**config.mk**
```make
export PLATFORM = sky130hd
export DESIGN_NAME = spi_master_arb
export DESIGN_NICKNAME = d
export VERILOG_FILES = /design/src/rtl/spi_pkg.sv /design/src/rtl/spi_rr_arbiter.sv /design/src/rtl/spi_master_arb.sv
export SDC_FILE = /design/constraint.sdc
export NUM_CORES = 1
export LEC_CHECK = 0
export CAP_MARGIN = 20
export CORE_MARGIN = 3
export CORE_UTILIZATION = 40
export DETAILED_ROUTE_END_ITERATION = 10
export GPL_TIMING_DRIVEN = 0
export PLACE_DENSITY = 0.71
export SYNTH_ARGS = -nofsm -noshare
export SYNTH_HDL_FRONTEND = slang
export SYNTH_SLANG_ARGS = --single-unit
export TNS_END_PERCENT = 50
```
**constraint.sdc**
```tcl
create_clock -name clk -period 5.6 [get_ports clk]
set_clock_uncertainty 0.1 [all_clocks]
set_input_delay 0.56 -clock clk [delete_from_list [all_inputs] [get_ports clk]]
set_output_delay 0.56 -clock clk [all_outputs]
set_load 0.1 [all_outputs]
```
**src/rtl/spi_pkg.sv**
```systemverilog
// Shared types and constants for the SPI mode-0 master with round-robin front end.
package spi_pkg;

    typedef enum logic [2:0] {
        IDLE  = 3'd0,
        SETUP = 3'd1,
        HIGH  = 3'd2,
        LOW   = 3'd3,
        HOLD  = 3'd4,
        GAP   = 3'd5
    } spi_state_e;

    localparam logic CPOL = 1'b0;
    localparam logic CPHA = 1'b0;

    function automatic int clog2(input int value);
        int result;
        result = 0;
        for (int i = 0; i < 31; i++) begin
            if ((1 << i) < value) begin
                result = i + 1;
            end
        end
        return result;
    endfunction

endpackage

```
**src/rtl/spi_rr_arbiter.sv**
```systemverilog
// Two-way round-robin arbiter; the last-grant register lives in the parent.
module spi_rr_arbiter (
    input  logic [1:0] valid_i,
    input  logic       last_grant_i,
    input  logic       idle_i,
    output logic       grant_o,
    output logic [1:0] ready_o
);

    always_comb begin
        grant_o = 1'b0;
        if (valid_i == 2'b11) begin
            grant_o = ~last_grant_i;
        end else if (valid_i[1]) begin
            grant_o = 1'b1;
        end
        // Ready follows the grant even with no valid; a handshake still needs valid.
        ready_o = {idle_i & grant_o, idle_i & ~grant_o};
    end

endmodule

```
**src/rtl/spi_master_arb.sv**
```systemverilog
// SPI mode-0 master: one DATA_W-bit word per transaction, two requesters arbitrated
// round-robin in IDLE, received word returned with the owning requester id.
module spi_master_arb
    import spi_pkg::*;
#(
    parameter int DATA_W = 8,
    parameter int DIV    = 4
) (
    input  logic              clk,
    input  logic              rst,
    input  logic              req0_valid,
    input  logic [DATA_W-1:0] req0_data,
    output logic              req0_ready,
    input  logic              req1_valid,
    input  logic [DATA_W-1:0] req1_data,
    output logic              req1_ready,
    output logic              rsp_valid,
    output logic [DATA_W-1:0] rsp_data,
    output logic              rsp_id,
    output logic              busy,
    output logic              sck,
    output logic              ss,
    output logic              mosi,
    input  logic              miso,
    output spi_state_e        state
);

    localparam int BCW = clog2(DATA_W) + 1;
    localparam int CW  = clog2(DIV) + 1;
    localparam logic [CW-1:0]  CNT_LOAD = CW'(DIV - 1);
    localparam logic [BCW-1:0] BITS     = BCW'(DATA_W);

    spi_state_e        state_q;
    logic [CW-1:0]     cnt_q;
    logic [BCW-1:0]    bit_cnt_q;
    logic [DATA_W-1:0] tx_q;
    logic [DATA_W-1:0] rx_q;
    logic              id_q;
    logic              last_grant_q;
    logic              sck_q;
    logic              ss_q;
    logic              mosi_q;
    logic              busy_q;
    logic              rsp_valid_q;
    logic [DATA_W-1:0] rsp_data_q;
    logic              rsp_id_q;

    logic              grant;
    logic [1:0]        ready;
    logic              accept;
    logic [DATA_W-1:0] sel_data;

    spi_rr_arbiter u_arb (
        .valid_i      ({req1_valid, req0_valid}),
        .last_grant_i (last_grant_q),
        .idle_i       (state_q == IDLE),
        .grant_o      (grant),
        .ready_o      (ready)
    );

    assign accept   = (req0_valid & ready[0]) | (req1_valid & ready[1]);
    assign sel_data = grant ? req1_data : req0_data;

    always_ff @(posedge clk) begin
        if (rst) begin
            state_q      <= IDLE;
            cnt_q        <= '0;
            bit_cnt_q    <= '0;
            tx_q         <= '0;
            rx_q         <= '0;
            id_q         <= 1'b0;
            last_grant_q <= 1'b1;
            sck_q        <= CPOL;
            ss_q         <= 1'b1;
            mosi_q       <= 1'b0;
            busy_q       <= 1'b0;
            rsp_valid_q  <= 1'b0;
            rsp_data_q   <= '0;
            rsp_id_q     <= 1'b0;
        end else begin
            rsp_valid_q <= 1'b0;
            if (state_q == IDLE) begin
                if (accept) begin
                    state_q      <= SETUP;
                    cnt_q        <= CNT_LOAD;
                    bit_cnt_q    <= '0;
                    tx_q         <= sel_data;
                    id_q         <= grant;
                    last_grant_q <= grant;
                    ss_q         <= 1'b0;
                    sck_q        <= 1'b0;
                    mosi_q       <= sel_data[DATA_W-1];
                    busy_q       <= 1'b1;
                end
            end else if (cnt_q != '0) begin
                cnt_q <= cnt_q - 1'b1;
            end else begin
                cnt_q <= CNT_LOAD;
                unique case (state_q)
                    SETUP: begin
                        state_q   <= HIGH;
                        sck_q     <= 1'b1;
                        rx_q      <= {rx_q[DATA_W-2:0], miso};
                        bit_cnt_q <= bit_cnt_q + 1'b1;
                    end
                    HIGH: begin
                        state_q <= LOW;
                        sck_q   <= 1'b0;
                        // After the last sample mosi keeps its final bit.
                        if (bit_cnt_q != BITS) begin
                            tx_q   <= {tx_q[DATA_W-2:0], 1'b0};
                            mosi_q <= tx_q[DATA_W-2];
                        end
                    end
                    LOW: begin
                        if (bit_cnt_q == BITS) begin
                            state_q <= HOLD;
                        end else begin
                            state_q   <= HIGH;
                            sck_q     <= 1'b1;
                            rx_q      <= {rx_q[DATA_W-2:0], miso};
                            bit_cnt_q <= bit_cnt_q + 1'b1;
                        end
                    end
                    HOLD: begin
                        state_q     <= GAP;
                        ss_q        <= 1'b1;
                        rsp_valid_q <= 1'b1;
                        rsp_data_q  <= rx_q;
                        rsp_id_q    <= id_q;
                    end
                    GAP: begin
                        state_q <= IDLE;
                        busy_q  <= 1'b0;
                    end
                    default: begin
                        state_q <= IDLE;
                        busy_q  <= 1'b0;
                        ss_q    <= 1'b1;
                        sck_q   <= CPOL;
                    end
                endcase
            end
        end
    end

    assign req0_ready = ready[0];
    assign req1_ready = ready[1];
    assign rsp_valid  = rsp_valid_q;
    assign rsp_data   = rsp_data_q;
    assign rsp_id     = rsp_id_q;
    assign busy       = busy_q;
    assign sck        = sck_q;
    assign ss         = ss_q;
    assign mosi       = mosi_q;
    assign state      = state_q;

endmodule

```
==> impl_metrics.ini <==
[critical_path]
criticalPathCategory = in -> out
setup.worst_path.start = req1_valid
end_kind = primary output
regToRegSetupSlack_ns = 3.64
cp.arrival_ns = 2.94
crit_fanout = 9
crit_required_ns = 4.94
cp-start-kind = primary input
r2r-start = bit_cnt_q[0]

[status]
outcome = complete, no violations

[route]
drc = 0
wl_met3_um = 187
drt_iter0_drc = 97
dr.pass1.iters = 4
ant_nets = 0
maxUsedRoutingLayer = met4
met2_length_um = 2070
wl_per_cell_um = 13.8
via_per_inst = 5.30
met1_length_um = 2110
vias = 1701
totalWireLength_um = 4430

[synth]
avgSynthCellArea_um2 = 8.67
synthMostInstantiatedCell = dfxtp_1
yosys_most_used_dff = dfxtp_1
ys_ff_latch = 41
synth_top_area_cell = dfxtp_1
yosys-top-cells-area = dfxtp_1 (42%), a21oi_1 (7.8%), nand2_1 (5.2%), nor2_1 (5.0%), mux2i_1 (4.7%)
ys_seq_area_share_pct = 42.4
yosys-top-cells-count = dfxtp_1 (41), a21oi_1 (30), nand2_1 (27)
syn_area_mm2 = 0.00193
syn_nets = 248
synth_edf_count = 0
yosysWarnings = 0
async_reset_ff_share_pct = 0
synthDistinctLibCells = 48
postSynthCellCount = 223
synth_top_area_share_pct = 42.4

[global_route]
grtUsageTotal_pct = 16.6
grt_max_degree = 13
grt_pass1_wl_um = 7140
antenna_found_initial = 0
grt_pass1_vias = 1614
grt_overflow = 0

[clock_network]
cts_resized = 0
clock_sinks = 41
cts_max_level = 2
cts_tree = yes
post-cts-setup-buffers = 0
hold_buffers = 0
numCtsBuffers = 5
clk_path_buf_depth = 2
cts-root-buf = clkbuf_8
clk_pin_slew_ns = 0.07
insertion_delay_ns = 0.29

[die]
rows = 24
core_mm2 = 0.00450
dieWidth_um = 75.5
start_util_pct = 42.9
die_h_um = 75.5
io_pins = 40
die_area_mm2 = 0.00571

[place]
placedInstanceArea_mm2 = 0.00239
dpl.hpwl_um = 3120
portBuffers = 39
globalplace.congestion = 0.784

[power]
p_per_area_mw_per_mm2 = 318
p_leak_uw = 0.00106
ir_drop_mv = 0.224

[timing]
finalSetupTns_ns = 0
clock.fmax_mhz = 278
fin_crit_sh_pct = 64.3
hold_violations = 0
rsz0062_at_grt = no
slew_violations = 0
setup_viol = 0
post-route-min-period_ns = 3.60
relSlewSlack_pct = 34.8
worst_pin_slew_ns = 0.975

[cells_and_area]
fin_area_mm2 = 0.00249
nFillCells = 428
drive_above_1_share_pct = 10.0
area_delta_synth_final_pct = 28.9
antenna_cells = 0
nets = 294

[hold_path]
min-delay-start = rx_q[7]
hold_class = reg -> reg

[job]
cap_violations = 0
sequential cells by signal (all words and copies together), names as in the netlist:
register	flops
bit_cnt_q	4
busy	1
cnt_q	3
id_q	1
last_grant_q	1
mosi	1
rsp_data	8
rsp_id	1
rsp_valid	1
rx_q	8
sck	1
ss	1
state	3
tx_q	7
path summary, 6_finish.rpt:
check,to,cells past startpoint
max,req1_ready,5
min reg2reg,rsp_data[7],2
max reg2reg,tx_q[6],7
min,rsp_data[7],2
stage by stage:
stage	hold WS, ns	utilization, %	cells	power (µW)	setup WS, ns
after floorplan	0.332	-	223	513	2.05
final	0.354	55.4	321	794	2.00
after detailed placement	0.348	53.1	314	571	2.00
after global placement	0.345	53.1	314	568	2.02
after CTS	0.357	55.4	321	802	1.99
after global routing	0.371	55.4	321	835	1.87
cells by family (layout without fill, tap and decap cells):
kind of cell | Yosys count | count (layout) | synth area share (%)
buffers and inverters | 24 | 70 | 6.99
and+or+nand+nor | 79 | 79 | 19.7
AOI/OAI and AO/OA | 66 | 66 | 23.7
DFF | 41 | 41 | 42.4
adders and majority gates | 4 | 4 | 2.59
muxes | 9 | 9 | 4.66
worst max-delay path, cell delays in order:
cell,delay (ns)
clkdlybuf4s50_1,0.58
a21bo_2,0.24
buf_1,0.20
nor2_1,0.19
clkdlybuf4s50_1,1.16
layout make-up:
| type | instances | area [µm²] | area share [%] |
|---|---|---|---|
| Clock buffer | 5 | 68.8 | 2.76 |
| Tap cell | 52 | 65.1 | 2.61 |
| Timing Repair Buffer | 39 | 390 | 15.7 |
| Inverter | 7 | 26.3 | 1.05 |
| Multi-Input combinational cell | 158 | 978 | 39.2 |
| Buffer | 17 | 109 | 4.37 |
| Sequential cell | 41 | 821 | 32.9 |
| Clock inverter | 2 | 35.0 | 1.40 |
cell usage in the layout (no fill, tap or decap), types with 2 or more instances in the layout:
cell type        instances
nor2_1                  26
clkdlybuf4s50_1         39
ha_1                     4
buf_2                    6
a21boi_1                 4
or3_1                    3
mux2i_1                  9
nor2_2                   2
a31oi_1                  3
a22o_1                   7
nand2_1                 27
inv_1                    7
and3_1                   2
clkbuf_8                 5
o21ai_0                  5
nor3_1                   3
o21ai_1                  2
buf_4                    3
nand3_1                  3
clkbuf_1                 4
nand2b_1                 3
or4_1                    2
buf_6                    2
a21oi_1                 30
dfxtp_1                 41
layer usage:
layer	vias to the layer above	GRT usage (%)
met5	-	0
met4	0	5.83
met3	5	5.15
met2	34	26.7
met1	791	21.1
li1	871	-
power by group:
part | switching [µW] | internal, µW | leakage (µW)
clock | 99.3 | 130 | 0.0000540
combinational | 148 | 89.3 | 0.000667
sequential | 15.3 | 313 | 0.000334
total | 262 | 532 | 0.00106
Power figures use the tool's default switching activity.
